**src/rtl/multi_cycle_ctrl_pkg.sv**
```systemverilog
// Shared types for the multi-cycle ARM control unit: FSM states,
// ALU control codes, datapath select codes and ARM condition codes.
package multi_cycle_pkg;

   typedef enum logic [3:0] {
      S_FETCH    = 4'd0,
      S_DECODE   = 4'd1,
      S_MEMADR   = 4'd2,
      S_MEMREAD  = 4'd3,
      S_MEMWB    = 4'd4,
      S_MEMWRITE = 4'd5,
      S_EXECUTER = 4'd6,
      S_EXECUTEI = 4'd7,
      S_ALUWB    = 4'd8,
      S_BRANCH   = 4'd9,
      S_UNKNOWN  = 4'd10
   } state_e;

   typedef enum logic [1:0] {
      ALU_ADD = 2'b00,
      ALU_SUB = 2'b01,
      ALU_AND = 2'b10,
      ALU_ORR = 2'b11
   } alu_ctrl_e;

   typedef enum logic [3:0] {
      COND_EQ = 4'b0000, COND_NE = 4'b0001, COND_CS = 4'b0010, COND_CC = 4'b0011,
      COND_MI = 4'b0100, COND_PL = 4'b0101, COND_VS = 4'b0110, COND_VC = 4'b0111,
      COND_HI = 4'b1000, COND_LS = 4'b1001, COND_GE = 4'b1010, COND_LT = 4'b1011,
      COND_GT = 4'b1100, COND_LE = 4'b1101, COND_AL = 4'b1110, COND_NV = 4'b1111
   } cond_e;

   // Data-processing cmd field values recognised by the ALU decoder
   localparam logic [3:0] CMD_ADD = 4'b0100;
   localparam logic [3:0] CMD_SUB = 4'b0010;
   localparam logic [3:0] CMD_AND = 4'b0000;
   localparam logic [3:0] CMD_ORR = 4'b1100;

   localparam logic       SRCA_REG      = 1'b0;
   localparam logic       SRCA_PC       = 1'b1;
   localparam logic       ADR_PC        = 1'b0;
   localparam logic       ADR_RESULT    = 1'b1;
   localparam logic [1:0] SRCB_REG      = 2'b00;
   localparam logic [1:0] SRCB_IMM      = 2'b01;
   localparam logic [1:0] SRCB_FOUR     = 2'b10;
   localparam logic [1:0] RES_ALUOUT    = 2'b00;
   localparam logic [1:0] RES_DATA      = 2'b01;
   localparam logic [1:0] RES_ALURESULT = 2'b10;

endpackage

```
**src/rtl/multi_cycle_ctrl_if.sv**
```systemverilog
// Instruction fields and ALU flags into the controller, mux selects and
// write enables out to the datapath. master = controller, slave = datapath.
interface multi_cycle_ctrl_if;
   logic [1:0] op;
   logic [5:0] funct;
   logic [3:0] cond;
   logic [3:0] alu_flags;
   logic       ir_write;
   logic       pc_write;
   logic       reg_write;
   logic       mem_write;
   logic       adr_src;
   logic       alu_src_a;
   logic [1:0] alu_src_b;
   logic [1:0] result_src;
   logic [1:0] alu_control;
   logic       illegal_op;

   modport master (
      input  op, funct, cond, alu_flags,
      output ir_write, pc_write, reg_write, mem_write, adr_src, alu_src_a,
             alu_src_b, result_src, alu_control, illegal_op
   );

   modport slave (
      output op, funct, cond, alu_flags,
      input  ir_write, pc_write, reg_write, mem_write, adr_src, alu_src_a,
             alu_src_b, result_src, alu_control, illegal_op
   );
endinterface

```
**src/rtl/multi_cycle_ctrl_cond_logic.sv**
```systemverilog
// NZCV flag register, ARM condition evaluation and condition-gated
// write enables. cond_ex_q is captured once per instruction in DECODE.
module cond_logic
   import multi_cycle_pkg::*;
#(
   parameter logic [3:0] RESET_FLAGS = 4'b0000
) (
   input  logic       clk,
   input  logic       reset,
   input  logic [3:0] cond_i,
   input  logic [3:0] alu_flags_i,
   input  logic       latch_cond_i,
   input  logic [1:0] flag_w_i,
   input  logic       next_pc_i,
   input  logic       branch_i,
   input  logic       regw_i,
   input  logic       memw_i,
   output logic       pc_write_o,
   output logic       reg_write_o,
   output logic       mem_write_o
);

   logic [3:0] flags_q;
   logic       cond_ex_q;
   logic       cond_ok;

   function automatic logic condcheck(input logic [3:0] c, input logic [3:0] nzcv);
      logic n, z, cy, v;
      {n, z, cy, v} = nzcv;
      case (cond_e'(c))
         COND_EQ: return z;
         COND_NE: return !z;
         COND_CS: return cy;
         COND_CC: return !cy;
         COND_MI: return n;
         COND_PL: return !n;
         COND_VS: return v;
         COND_VC: return !v;
         COND_HI: return cy & !z;
         COND_LS: return !cy | z;
         COND_GE: return n == v;
         COND_LT: return n != v;
         COND_GT: return !z & (n == v);
         COND_LE: return z | (n != v);
         default: return 1'b1;
      endcase
   endfunction

   // Evaluate the instruction's condition against the current flags
   always_comb cond_ok = condcheck(cond_i, flags_q);

   // Capture the condition result in DECODE; held until the next DECODE
   always_ff @(posedge clk or negedge reset) begin
      // NOTE: state registers use non-blocking assignments so every flop samples pre-edge values.
      if (!reset)            cond_ex_q <= 1'b0;
      else if (latch_cond_i) cond_ex_q <= cond_ok;
   end

   // Update N,Z and C,V independently when the executing instruction passes
   always_ff @(posedge clk or negedge reset) begin
      if (!reset) begin
         flags_q <= RESET_FLAGS;
      end else begin
         if (flag_w_i[1] && cond_ex_q) flags_q[3:2] <= alu_flags_i[3:2];
         if (flag_w_i[0] && cond_ex_q) flags_q[1:0] <= alu_flags_i[1:0];
      end
   end

   // Enables drop as soon as reset is asserted, independent of the clock
   assign pc_write_o  = reset & (next_pc_i | (branch_i & cond_ex_q));
   assign reg_write_o = reset & regw_i & cond_ex_q;
   assign mem_write_o = reset & memw_i & cond_ex_q;

endmodule

```
**src/rtl/multi_cycle_ctrl.sv**
```systemverilog
// Multi-cycle ARM control unit: Moore FSM sequencing the datapath, ALU
// decode, and condition-gated write enables from cond_logic.
module multi_cycle_ctrl
   import multi_cycle_pkg::*;
#(
   parameter bit         HALT_ON_UNKNOWN = 1'b0,
   parameter logic [3:0] RESET_FLAGS     = 4'b0000
) (
   input  logic               clk,
   input  logic               reset,
   multi_cycle_ctrl_if.master bus
);

   state_e    state_q, state_d;
   alu_ctrl_e alu_ctrl;
   logic [1:0] flag_w;
   logic       alu_op, next_pc, branch, regw, memw, ir_w, illegal;
   logic       adr_src, alu_src_a;
   logic [1:0] alu_src_b, result_src;

   // Next-state selection from the current state and instruction fields
   always_comb begin
      // NOTE: default first so every path assigns state_d and no latch is inferred.
      state_d = S_FETCH;
      case (state_q)
         S_FETCH:  state_d = S_DECODE;
         S_DECODE: begin
            case (bus.op)
               2'b01:   state_d = S_MEMADR;
               2'b00:   state_d = bus.funct[5] ? S_EXECUTEI : S_EXECUTER;
               2'b10:   state_d = S_BRANCH;
               default: state_d = S_UNKNOWN;
            endcase
         end
         S_MEMADR:   state_d = bus.funct[0] ? S_MEMREAD : S_MEMWRITE;
         S_MEMREAD:  state_d = S_MEMWB;
         S_EXECUTER: state_d = S_ALUWB;
         S_EXECUTEI: state_d = S_ALUWB;
         S_UNKNOWN:  state_d = HALT_ON_UNKNOWN ? S_UNKNOWN : S_FETCH;
         default:    state_d = S_FETCH;
      endcase
   end

   // State register; reset parks the FSM in FETCH
   always_ff @(posedge clk or negedge reset) begin
      if (!reset) state_q <= S_FETCH;
      else        state_q <= state_d;
   end

   // Moore output decode; anything not named for a state stays 0
   always_comb begin
      adr_src    = ADR_PC;
      alu_src_a  = SRCA_REG;
      alu_src_b  = SRCB_REG;
      result_src = RES_ALUOUT;
      ir_w       = 1'b0;
      next_pc    = 1'b0;
      regw       = 1'b0;
      memw       = 1'b0;
      branch     = 1'b0;
      alu_op     = 1'b0;
      illegal    = 1'b0;
      case (state_q)
         S_FETCH: begin
            alu_src_a = SRCA_PC; alu_src_b = SRCB_FOUR; result_src = RES_ALURESULT;
            ir_w = 1'b1; next_pc = 1'b1;
         end
         S_DECODE: begin
            alu_src_a = SRCA_PC; alu_src_b = SRCB_FOUR; result_src = RES_ALURESULT;
         end
         S_MEMADR:   alu_src_b = SRCB_IMM;
         S_MEMREAD:  adr_src = ADR_RESULT;
         S_MEMWB:    begin result_src = RES_DATA; regw = 1'b1; end
         S_MEMWRITE: begin adr_src = ADR_RESULT; memw = 1'b1; end
         S_EXECUTER: alu_op = 1'b1;
         S_EXECUTEI: begin alu_src_b = SRCB_IMM; alu_op = 1'b1; end
         S_ALUWB:    regw = 1'b1;
         S_BRANCH: begin
            alu_src_b = SRCB_IMM; result_src = RES_ALURESULT; branch = 1'b1;
         end
         S_UNKNOWN:  illegal = 1'b1;
         default:    ;
      endcase
   end

   // ALU operation and flag-write mask; unrecognised cmds add without touching flags
   always_comb begin
      alu_ctrl = ALU_ADD;
      flag_w   = 2'b00;
      if (alu_op) begin
         case (bus.funct[4:1])
            CMD_ADD: begin alu_ctrl = ALU_ADD; flag_w = {2{bus.funct[0]}};     end
            CMD_SUB: begin alu_ctrl = ALU_SUB; flag_w = {2{bus.funct[0]}};     end
            CMD_AND: begin alu_ctrl = ALU_AND; flag_w = {bus.funct[0], 1'b0}; end
            CMD_ORR: begin alu_ctrl = ALU_ORR; flag_w = {bus.funct[0], 1'b0}; end
            default: begin alu_ctrl = ALU_ADD; flag_w = 2'b00;                end
         endcase
      end
   end

   cond_logic #(.RESET_FLAGS(RESET_FLAGS)) u_cond (
      .clk          (clk),
      .reset        (reset),
      .cond_i       (bus.cond),
      .alu_flags_i  (bus.alu_flags),
      .latch_cond_i (state_q == S_DECODE),
      .flag_w_i     (flag_w),
      .next_pc_i    (next_pc),
      .branch_i     (branch),
      .regw_i       (regw),
      .memw_i       (memw),
      .pc_write_o   (bus.pc_write),
      .reg_write_o  (bus.reg_write),
      .mem_write_o  (bus.mem_write)
   );

   assign bus.ir_write    = reset & ir_w;
   assign bus.adr_src     = adr_src;
   assign bus.alu_src_a   = alu_src_a;
   assign bus.alu_src_b   = alu_src_b;
   assign bus.result_src  = result_src;
   assign bus.alu_control = alu_ctrl;
   assign bus.illegal_op  = illegal;

endmodule

```
**src/flat_wrapper.sv**
```systemverilog
// flat-port wrapper written by rule: the top's interface ports become plain ports
module multi_cycle_ctrl_flat import multi_cycle_pkg::*;
#(
   parameter bit         HALT_ON_UNKNOWN = 1'b0,
   parameter logic [3:0] RESET_FLAGS     = 4'b0000
)
  (clk, reset, bus_op, bus_funct, bus_cond, bus_alu_flags, bus_ir_write, bus_pc_write, bus_reg_write, bus_mem_write, bus_adr_src, bus_alu_src_a, bus_alu_src_b, bus_result_src, bus_alu_control, bus_illegal_op);
  multi_cycle_ctrl_if bus_i ();
  input  logic clk;
  input  logic reset;
  input wire logic [$bits(bus_i.op)-1:0] bus_op;
  input wire logic [$bits(bus_i.funct)-1:0] bus_funct;
  input wire logic [$bits(bus_i.cond)-1:0] bus_cond;
  input wire logic [$bits(bus_i.alu_flags)-1:0] bus_alu_flags;
  output wire logic [$bits(bus_i.ir_write)-1:0] bus_ir_write;
  output wire logic [$bits(bus_i.pc_write)-1:0] bus_pc_write;
  output wire logic [$bits(bus_i.reg_write)-1:0] bus_reg_write;
  output wire logic [$bits(bus_i.mem_write)-1:0] bus_mem_write;
  output wire logic [$bits(bus_i.adr_src)-1:0] bus_adr_src;
  output wire logic [$bits(bus_i.alu_src_a)-1:0] bus_alu_src_a;
  output wire logic [$bits(bus_i.alu_src_b)-1:0] bus_alu_src_b;
  output wire logic [$bits(bus_i.result_src)-1:0] bus_result_src;
  output wire logic [$bits(bus_i.alu_control)-1:0] bus_alu_control;
  output wire logic [$bits(bus_i.illegal_op)-1:0] bus_illegal_op;
  assign bus_i.op = bus_op;
  assign bus_i.funct = bus_funct;
  assign bus_i.cond = bus_cond;
  assign bus_i.alu_flags = bus_alu_flags;
  assign bus_ir_write = bus_i.ir_write;
  assign bus_pc_write = bus_i.pc_write;
  assign bus_reg_write = bus_i.reg_write;
  assign bus_mem_write = bus_i.mem_write;
  assign bus_adr_src = bus_i.adr_src;
  assign bus_alu_src_a = bus_i.alu_src_a;
  assign bus_alu_src_b = bus_i.alu_src_b;
  assign bus_result_src = bus_i.result_src;
  assign bus_alu_control = bus_i.alu_control;
  assign bus_illegal_op = bus_i.illegal_op;
  multi_cycle_ctrl #(.HALT_ON_UNKNOWN(HALT_ON_UNKNOWN), .RESET_FLAGS(RESET_FLAGS)) u_core (.clk(clk), .reset(reset), .bus(bus_i));
endmodule
```
**config.mk**
```make
export PLATFORM = sky130hd
export DESIGN_NAME = multi_cycle_ctrl_flat
export DESIGN_NICKNAME = d
export VERILOG_FILES = /design/src/rtl/multi_cycle_ctrl_pkg.sv /design/src/rtl/multi_cycle_ctrl_if.sv /design/src/rtl/multi_cycle_ctrl_cond_logic.sv /design/src/rtl/multi_cycle_ctrl.sv /design/src/flat_wrapper.sv
export SDC_FILE = /design/constraint.sdc
export NUM_CORES = 1
export LEC_CHECK = 0
export BUFFER_PORTS_ARGS = -buffer_cell sky130_fd_sc_hd__buf_2
export CORE_MARGIN = 3
export CORE_UTILIZATION = 43
export CTS_CLUSTER_DIAMETER = 50
export CTS_CLUSTER_SIZE = 10
export DETAILED_ROUTE_END_ITERATION = 10
export PLACE_DENSITY = 0.82
export SYNTH_ARGS = -nofsm -noshare
export SYNTH_HDL_FRONTEND = slang
export SYNTH_HIERARCHICAL = 1
export SYNTH_SLANG_ARGS = --single-unit
export TNS_END_PERCENT = 1
```
**constraint.sdc**
```tcl
create_clock -name clk -period 2.3 [get_ports clk]
set_input_delay 0.345 -clock clk [delete_from_list [all_inputs] [get_ports clk]]
set_output_delay 0.345 -clock clk [all_outputs]
set_load 0.02 [all_outputs]
```
# After elaboration in Yosys (flattened, before gate mapping)
# Cells that the tools add are included.
# word_totals
elab_cells	83
romBits	0
memories	0
input_bits	18
ff_bits	9
latch_bits	0
out_inout_bits	13
mem_bits_rw	0
# op_classes
eq_ne	30
n_shift	0
multipliers	0
magnitude_cmp	0
muxes	19
div	0
addsub	0
reduce_logical	18
bitwise	12
# ops
operator	n
$eq A4 B4 Y1 const B	10
$eq A4 B3 Y1 const B	9
$eq A4 B2 Y1 const B	5
$pmux W4 S5	1
$pmux W1 S14	1
$logic_not A4 Y1	3
$pmux W2 S2	3
$pmux W4 S3	1
$reduce_or A2 Y1	6
$and A1 B1 Y1	9
$mux W1	9
$eq A4 B1 Y1 const B	2
$pmux W2 S3	1
$reduce_or A3 Y1	2
$logic_not A1 Y1	4
$mux W2	2
$mux W3	1
$or A1 B1 Y1	3
$eq A2 B1 Y1 const B	1
$eq A2 B2 Y1 const B	1
$logic_and A1 B1 Y1	2
$logic_not A2 Y1	1
$eq A1 B1 Y1	1
$ne A1 B1 Y1	1

# Logic depth before layout (Yosys ltp)
# Gate-level depths: netlist of the first run.
# depth
depth_word	5
mapped_depth	7
depth_no_buf	5

# By module
# The synthesis of the first run kept the hierarchy.
# by_module_without_submodules
module	instances	cells_each	area_per_inst_um2	seq_area_each_um2
multi_cycle_ctrl	1	55	421.7	100.1
cond_logic	1	40	360.3	125.1

# Worst setup path before layout of the first run
# OpenSTA, ideal clock, no wires.
# synth_path
kind	reg2out
startpoint	register u_core.state_q[3]
endpoint	output port bus_alu_control[1]
path_stages_with_launch	4
slack_ns	0.355
arrival_ns	1.600
path_buffers	0
required_time_ns	1.955
path_cell_list	dfrtp_1 nand2b_4 or3_1 nor4_1
# synth_via
elab_chain_len	4
word_cells_on_any_way	5
cone_classes	2 x eq/ne; 2 x mux; 1 x reduce/logical
# synth_rtl
item	line	rtl
from (decl)	multi_cycle_ctrl.sv:14	state_e state_q, state_d;
from (signal assigned)	multi_cycle_ctrl.sv:47	else state_q <= state_d;
$eq A4 B3 Y1	multi_cycle_ctrl.sv:63	case (state_q)
$reduce_or A2 Y1 (no line) (*)	n/a	
$mux W1 (*)	multi_cycle_ctrl.sv:63	
$mux W2 (*)	multi_cycle_ctrl.sv:90	if (alu_op) begin
to (decl)	flat_wrapper.sv:23	output wire logic [$bits(bus_i.alu_control)-1:0] bus_alu_control;
# Mark *: on every way between the ends. The rest lies on a longest branch, timed or not.

# Worst setup path after layout of the first run
# layout_path
startpoint	register u_core.state_q[2]
endpoint	output port bus_alu_control[1]
# Same word-level chain as after synthesis.

==> metrics.csv, run 1 <==
stage,metric,value,unit
routing,drt drc,0,
die,chip height,48.65,um
critical_path,"CP delay by family, top",simple AND/OR/NAND/NOR gates,
sta,worst setup margin,235.3,ps
routing,Via density,5.220,
cts,CTS sink count,9,
logic_synthesis,Post-synth EDFFs,0,
run_status,status,completed,
cts,clk slew on worst S/H paths,70,ps
logic_synthesis,asr flop ratio synth,100.0,%
cts,Post-CTS Setup Inserts,0,
sta,Tcrit/Tclk final,89.77,%
logic_synthesis,Synth area leaders,"dfrtp_1 29%, xnor2_1 6.7%, mux2_2 5.8%, nor2_1 4.3%, a21oi_1 3.8%",
cts,total CTS buffers,3,
cts,H-tree levels,1,
global_routing,initial antenna violation count,0,
die,die area,2366,sq um
power_and_ir_drop,Peak VDD IR,0.0007877,V
logic_synthesis,ys flop type,dfrtp_1,
hold_path,Hold/Removal Path Class,in -> reg,
die,io pins,31,
critical_path,slowest CP cell,dfrtp_1,
sta,worst slew pin tran,374.4,ps
finish,share of post-route cells with drive strength above 1,37.30,%
global_routing,first-pass GRT wire length,3180,um
die,area of the core,1612,sq um
cts,clock latency on the worst-skew pair,270,ps
global_routing,gr usage total,16.89,%
sta,Final Max Slew Viols,0,
cts,TritonCTS clock tree,built,
logic_synthesis,Synth area leader,dfrtp_1,
sta,Fin Hold WS,306.5,ps
finish,"non-filler cells, final",150,
cts,PostCTS Resize Cnt,0,
sta,Final Critical Period,2065,ps
run,Max-Cap Viols,0,
logic_synthesis,Syn Area/Cell,8.232,sq um
routing,DRT iter0 DRCs,14,
critical_path,worst reg2reg setup slack,430,ps
global_routing,vias in the first global route,723,
placement,Placer Congestion,0.8226,
routing,post-route ant nets,0,
critical_path,Worst Setup End Kind,primary output,
critical_path,crit path launch,u_core/state_q[2]$_DFF_PN0_,
critical_path,RR Startpoint,u_core/state_q[2]$_DFF_PN0_,
cts,Hold Buf Count CTS,1,
sta,Final Hold Fails,0,
routing,DRT Pass-1 Iters,4,
sta,unrepaired setup endpoints after global routing,no,
sta,Setup TNS,0,ps
hold_path,HP Start,bus_alu_flags[0],
placement,Port Buffer Count,30,
finish,"commonest non-fill, non-tap cell in the layout",buf_2,
logic_synthesis,Post-Syn Instances,95,
critical_path,"critical path, cell by cell","nand2b_4, or3_1, nor4_1, buf_2",
placement,Post-Place Setup Slack,451.2,ps
logic_synthesis,register bit total from synthesis,9,
placement,Placed Cells,145,
routing,DR vias,783,
die,Die Wd,48.65,um
finish,Synth-to-Final Area Change,25.12,%
critical_path,Startpoint Class,register,
placement,DPL Wire Length,1412,um
logic_synthesis,synth warn,6,
critical_path,Buf/Inv on CP,1,
sta,Final Setup Violations,0,
power_and_ir_drop,Leak,0.4610,nW
critical_path,WS Path Type,reg -> out,
cts,CTS max path bufs,2,
sta,Max-slew headroom,75.04,%
finish,layout net count,145,
sta,Max Clock Skew,7.684,ps
logic_synthesis,synthesized area,782.0,sq um
critical_path,Critical Path RT,1960,ps
logic_synthesis,post-synthesis sequential area ratio,28.80,%
logic_synthesis,top-area cell type share of the netlist area,28.80,%
die,Core Rows,14,
critical_path,Critical Path AT,1720,ps
global_routing,total congestion overflow,0,
global_routing,largest net degree at the start of global routing,14,
cts,clock root buffer,clkbuf_4,
sta,fmax,484.3,MHz
finish,ANT cells,0,
routing,routed len/inst,12.59,um
finish,most frequent cells in the layout,"30 x buf_2, 9 x nor2_1, 9 x dfrtp_1",
critical_path,max incr delay on CP,560,ps
logic_synthesis,syn_nets,113,
critical_path,worst-path fanout max,9,
routing,drt total wl,1888,um
die,Initial Util,48.52,%
logic_synthesis,post-synth cell types,39,
power_and_ir_drop,PwrDens,1103,nW/um^2
## state kept, by name, indices dropped and copies added, names as in the netlist
signal                   flops
u_core/state_q               4
u_core/u_cond/flags_q        4
u_core/u_cond/cond_ex_q      1
## through the flow
stage	utilization (%)	power (mW)	instance area (sq um)
after global placement	58.39	0.9301	940.9
after detailed placement	58.39	0.9473	940.9
after CTS	60.71	1.077	978.4
final	60.71	1.079	978.4
after floorplan	-	0.7870	782.0
after global routing	60.71	1.170	978.4
## path summary, 6_finish.rpt
kind / end / cells after the start
worst max-delay path: bus_alu_control[1] / 4
worst min-delay path: u_core/u_cond/flags_q[0]$_DFFE_PN0P_ / 2
worst max register to register: u_core/u_cond/flags_q[1]$_DFFE_PN0P_ / 5
worst min register to register: u_core/state_q[3]$_DFF_PN0_ / 1
min in group asynchronous: u_core/u_cond/cond_ex_q$_DFFE_PN0P_ / 2
max in group asynchronous: u_core/state_q[0]$_DFF_PN0_ / 2
## cell type report
cell class / count / area [sq um]
flip-flops and latches: 9 / 225.2
inverters: 5 / 18.77
clock buffers: 3 / 22.52
repair buffers: 32 / 167.7
fillers: 133 / 633.1
clock inverters: 1 / 5.005
well taps: 24 / 30.03
multi-input cells: 76 / 509.2
## synthesized netlist by cell type, drive strengths merged, types with 3 or more instances
library cell and number:
dfrtp 9, nor2 9, nand2 8, a21oi 7
xnor2 6, inv 5, mux2 4, nor2b 4
nor3 4, a31oi 3, clkbuf 3, nand2b 3
nor3b 3
## logic make-up (layout without fill, tap and decap cells)
logic type / Yosys count / in the layout / share of synthesized area, %
compound gates: 19 / 19 / 16.80
xor+xnor: 7 / 7 / 7.840
buf+inv: 10 / 41 / 6.079
flops: 9 / 9 / 28.80
mux: 5 / 5 / 7.040
simple gates: 45 / 45 / 33.44
## power breakdown
group / switching [mW] / internal [mW]
Sequential: 0.107 / 0.212
Combinational: 0.370 / 0.267
Clock: 0.0588 / 0.0642
## worst reg2reg max path: stages (launching register included)
cell and delay [ps]:
dfrtp_1 560, nand2b_4 100, or4b_4 500, nor3_1 210, nand2_1 120, mux2_2 280
## metal layers
metal	global-route usage [%]	vias to the layer above	wire [um]	share of wire, %
li1	-	398	-	-
met1	20.61	352	794	42
met2	28.51	30	929	49
met3	3.681	3	141	7.5
met4	7.109	0	22	1.2
met5	0	-	0	0
No activity file was read; power rests on OpenSTA's default activity.
==> run 2, diff against run 1 <==
--- a/config.mk
+++ b/config.mk
@@ -8,12 +8,13 @@
 export BUFFER_PORTS_ARGS = -buffer_cell sky130_fd_sc_hd__buf_2
 export CORE_MARGIN = 3
 export CORE_UTILIZATION = 43
+export CTS_BUF_LIST = sky130_fd_sc_hd__clkbuf_16
 export CTS_CLUSTER_DIAMETER = 50
 export CTS_CLUSTER_SIZE = 10
 export DETAILED_ROUTE_END_ITERATION = 10
 export PLACE_DENSITY = 0.82
+export SLEW_MARGIN = 20
 export SYNTH_ARGS = -nofsm -noshare
 export SYNTH_HDL_FRONTEND = slang
-export SYNTH_HIERARCHICAL = 1
 export SYNTH_SLANG_ARGS = --single-unit
 export TNS_END_PERCENT = 1
==> run 2 against run 1 <==
Against the previous run: flip-flop and latch count did not move; core utilization up 0.65 points; total power is 8.9% higher; hold slack gained 20 ps; critical path depth rose by 1; die area grew 2.8%; largest power group unchanged; first-iteration DRC count is 29% higher; sequential power down 3%.
==> metrics.csv, run 2 <==
stage,metric,value,unit,change
run_status,status,completed,,unchanged
placement,placement-stage cell area,979.7,sq um,was 940.9 sq um
routing,DRT Pass-1 Iters,4,,unchanged
critical_path,reg-to-reg critical path endpoint,u_core.u_cond.flags_q[1]$_DFFE_PN0P_,,was u_core/u_cond/flags_q[1]$_DFFE_PN0P_
cts,TritonCTS clock tree,built,,unchanged
hold_path,hold depth,2,,unchanged
routing,DRT iter0 DRCs,18,,was 14
finish,"non-filler cells, final",157,,was 150
routing,drt total wl,2056,um,was 1888 um
logic_synthesis,synth warn,0,,was 6
finish,biggest regs,"u_core.state_q: 4 flops, u_core.u_cond.flags_q: 4 flops, u_core.u_cond.cond_ex_q: 1 flops",,"was u_core/state_q: 4 flops, u_core/u_cond/flags_q: 4 flops, u_core/u_cond/cond_ex_q: 1 flops"
hold_path,HP Start,bus_alu_flags[3],,was bus_alu_flags[0]
logic_synthesis,Syn Area/Cell,7.990,sq um,was 8.232 sq um
routing,routed len/inst,13.10,um,was 12.59 um
sta,Final Setup Violations,0,,unchanged
die,Initial Util,46.24,%,was 48.52%
logic_synthesis,Post-synth EDFFs,0,,unchanged
power_and_ir_drop,Peak VDD IR,0.0006112,V,was 0.0007877 V
die,area of the core,1745,sq um,was 1612 sq um
global_routing,gr usage total,18.74,%,was 16.89%
cts,total CTS buffers,3,,unchanged
critical_path,Reg2Reg Depth,4,,was 5
logic_synthesis,ys flop type,dfrtp_1,,unchanged
logic_synthesis,Commonest cells post-synth,"13 x nor2_1, 9 x dfrtp_1, 8 x nand2_1",,"was 9 x dfrtp_1, 9 x nor2_1, 8 x nand2_1"
routing,post-route ant nets,0,,unchanged
logic_synthesis,asr flop ratio synth,100.0,%,unchanged
routing,drt drc,0,,unchanged
critical_path,RR Startpoint,u_core.state_q[3]$_DFF_PN0_,,was u_core/state_q[2]$_DFF_PN0_
global_routing,initial antenna violation count,0,,unchanged
sta,worst setup margin,90.69,ps,was 235.3 ps
sta,worst slew pin tran,405.4,ps,was 374.4 ps
critical_path,worst-path fanout max,12,,was 9
finish,Synth-to-Final Area Change,32.71,%,was 25.12%
die,chip height,49.32,um,was 48.65 um
hold_path,Worst Hold Path EP,u_core.u_cond.flags_q[3]$_DFFE_PN0P_,,was u_core/u_cond/flags_q[0]$_DFFE_PN0P_
logic_synthesis,Synth Area in Adders,0,%,unchanged
finish,Final Util,61.36,%,was 60.71%
routing,Via density,5.497,,was 5.220
logic_synthesis,synthesized area,807.0,sq um,was 782.0 sq um
power_and_ir_drop,Leak,0.5039,nW,was 0.4610 nW
logic_synthesis,Synth Area in Compound Gates,17.21,%,was 16.80%
critical_path,max incr delay on CP,520,ps,was 560 ps
cts,clock root buffer,clkbuf_16,,was clkbuf_4
logic_synthesis,most common cell in the netlist,nor2_1,,
placement,DPL Wire Length,1507,um,was 1412 um
sta,fmax,452.6,MHz,was 484.3 MHz
cts,clock latency on the worst-skew pair,230,ps,was 270 ps
logic_synthesis,Synth area leader,dfrtp_1,,unchanged
placement,Placer Congestion,0.8092,,was 0.8226
critical_path,Worst Setup End Kind,primary output,,unchanged
logic_synthesis,top-area cell type share of the netlist area,27.91,%,was 28.80%
routing,DR vias,863,,was 783
sta,Fin Hold WS,326.9,ps,was 306.5 ps
sta,Max-slew headroom,72.28,%,was 75.04%
placement,Placed Cells,152,,was 145
die,Core Rows,15,,was 14
logic_synthesis,post-synthesis sequential area ratio,27.91,%,was 28.80%
critical_path,slowest CP cell,dlygate4sd3_1,,was dfrtp_1
logic_synthesis,register bit total from synthesis,9,,unchanged
critical_path,WS Path Type,in -> out,,was reg -> out
sta,Max Clock Skew,0.7722,ps,was 7.684 ps
global_routing,vias in the first global route,811,,was 723
finish,layout net count,151,,was 145
global_routing,first-pass GRT wire length,3560,um,was 3180 um
critical_path,Critical Path RT,1960,ps,about the same
cts,CTS sink count,9,,unchanged
finish,most frequent cells in the layout,"29 x buf_2, 13 x nor2_1, 9 x dfrtp_1",,"was 30 x buf_2, 9 x nor2_1, 9 x dfrtp_1"
finish,post-route cell area,1071,sq um,was 978.4 sq um
die,Die Wd,49.32,um,was 48.65 um
finish,ANT cells,0,,unchanged
global_routing,largest net degree at the start of global routing,17,,was 14
finish,"commonest non-fill, non-tap cell in the layout",buf_2,,unchanged
power_and_ir_drop,Design Power,1.175,mW,was 1.079 mW
power_and_ir_drop,PwrDens,1097,nW/um^2,was 1103 nW/um^2
logic_synthesis,post-synthesis xor/xnor area fraction,5.426,%,was 7.840%
sta,Final Max Slew Viols,0,,unchanged
logic_synthesis,post-synthesis mux area share,6.822,%,was 7.040%
finish,share of post-route cells with drive strength above 1,29.55,%,was 37.30%
logic_synthesis,Synth area leaders,"dfrtp_1 28%, nor2_1 6.0%, mux2_1 5.6%, nand2b_1 4.7%, a21oi_1 4.3%",,"was dfrtp_1 29%, xnor2_1 6.7%, mux2_2 5.8%, nor2_1 4.3%, a21oi_1 3.8%"
logic_synthesis,Post-Syn Instances,101,,was 95
die,io pins,31,,unchanged
cts,clk slew on worst S/H paths,40,ps,was 70 ps
critical_path,worst reg2reg setup slack,450,ps,was 430 ps
logic_synthesis,post-synth cell types,38,,was 39
logic_synthesis,largest family of logic cells by synthesized area,simple AND/OR/NAND/NOR gates,,unchanged
global_routing,total congestion overflow,0,,unchanged
critical_path,"critical path, cell by cell","dlygate4sd3_1, clkbuf_4, nand2_1, a2111oi_0, buf_2",,"was nand2b_4, or3_1, nor4_1, buf_2"
cts,CTS max path bufs,2,,unchanged
logic_synthesis,syn_nets,119,,was 113
placement,Post-Place Setup Slack,476.1,ps,was 451.2 ps
sta,Setup TNS,0,ps,unchanged
sta,Final Hold Fails,0,,unchanged
cts,H-tree levels,1,,unchanged
die,die area,2432,sq um,was 2366 sq um
sta,Final Critical Period,2209,ps,was 2065 ps
placement,Port Buffer Count,30,,unchanged
run,Max-Cap Viols,0,,unchanged
hold_path,Hold/Removal Path Class,in -> reg,,unchanged
sta,unrepaired setup endpoints after global routing,no,,unchanged
critical_path,Startpoint Class,input port,,was register
logic_synthesis,area share of and/or/nand/nor cells after synthesis,38.29,%,was 33.44%
critical_path,Critical Path AT,1860,ps,was 1720 ps
sta,Tcrit/Tclk final,96.06,%,was 89.77%
cts,Post-CTS Setup Inserts,0,,unchanged
## run 2: changes by cell type in the layout (fill, tap and decap cells not counted), moves of 3 or more
cell,previous run,this run
nand2b_1,2,6
mux2_1,0,4
o21ai_0,0,4
mux2_2,4,0
clkbuf_16,0,3
nor2_1,9,13
## run 2: logic make-up (layout without fill, tap and decap cells)
logic type	Yosys count	in the layout
AOI/OAI and AO/OA	20	20
xor gates and xnor gates	5	5
buffers and inverters	9	40
DFF	9	9
muxes	5	5
and+or+nand+nor	53	53
## run 2: worst max path at each step
stage	endpoint	cells past startpoint	from	slack [ps]
global route	bus_reg_write	5	reset	40
global placement	u_core.u_cond.flags_q[3]$_DFFE_PN0P_	4	u_core.state_q[3]$_DFF_PN0_	520
finish	bus_reg_write	5	reset	90
CTS	bus_reg_write	5	reset	40
floorplan	bus_reg_write	2	u_core.state_q[2]$_DFF_PN0_	180
detailed placement	u_core.u_cond.flags_q[0]$_DFFE_PN0P_	4	u_core.state_q[3]$_DFF_PN0_	480
## run 2: critical path, delay by kind of cell
kind,cells,cell delay [ps]
AOI/OAI and AO/OA,1,430
buffers and inverters,3,1000
and+or+nand+nor,1,90
## run 2: routing by layer
layer	GRT usage [%]	vias up	routed length, um
li1	-	428	-
met1	23.40	404	904
met2	29.91	24	1024
met3	3.670	7	78
met4	10.43	0	49
met5	0	-	0
## run 2: power by group
| group | internal [mW] | switching, mW | leakage, nW | total, mW |
|---|---|---|---|---|
| clock network | 0.227 | 0.0756 | 0.0423 | 0.303 |
| logic | 0.233 | 0.329 | 0.344 | 0.562 |
| registers | 0.215 | 0.0953 | 0.118 | 0.310 |
## run 2: layout make-up
class | instances | area (sq um)
flip-flops and latches | 9 | 225.2
clock buffers | 3 | 75.07
multi-input cells | 83 | 546.8
repair buffers | 33 | 177.7
fillers | 153 | 674.4
inverters | 3 | 11.26
clock inverters | 1 | 3.754
well taps | 25 | 31.28
## run 2: timing repair
| item | CTS | global route |
|---|---|---|
| hold buffers | 1 | 0 |
| setup endpoints to repair | 0 | 1 |
| gates resized for setup | 0 | 1 |
| endpoints found under the hold margin | 9 | 0 |
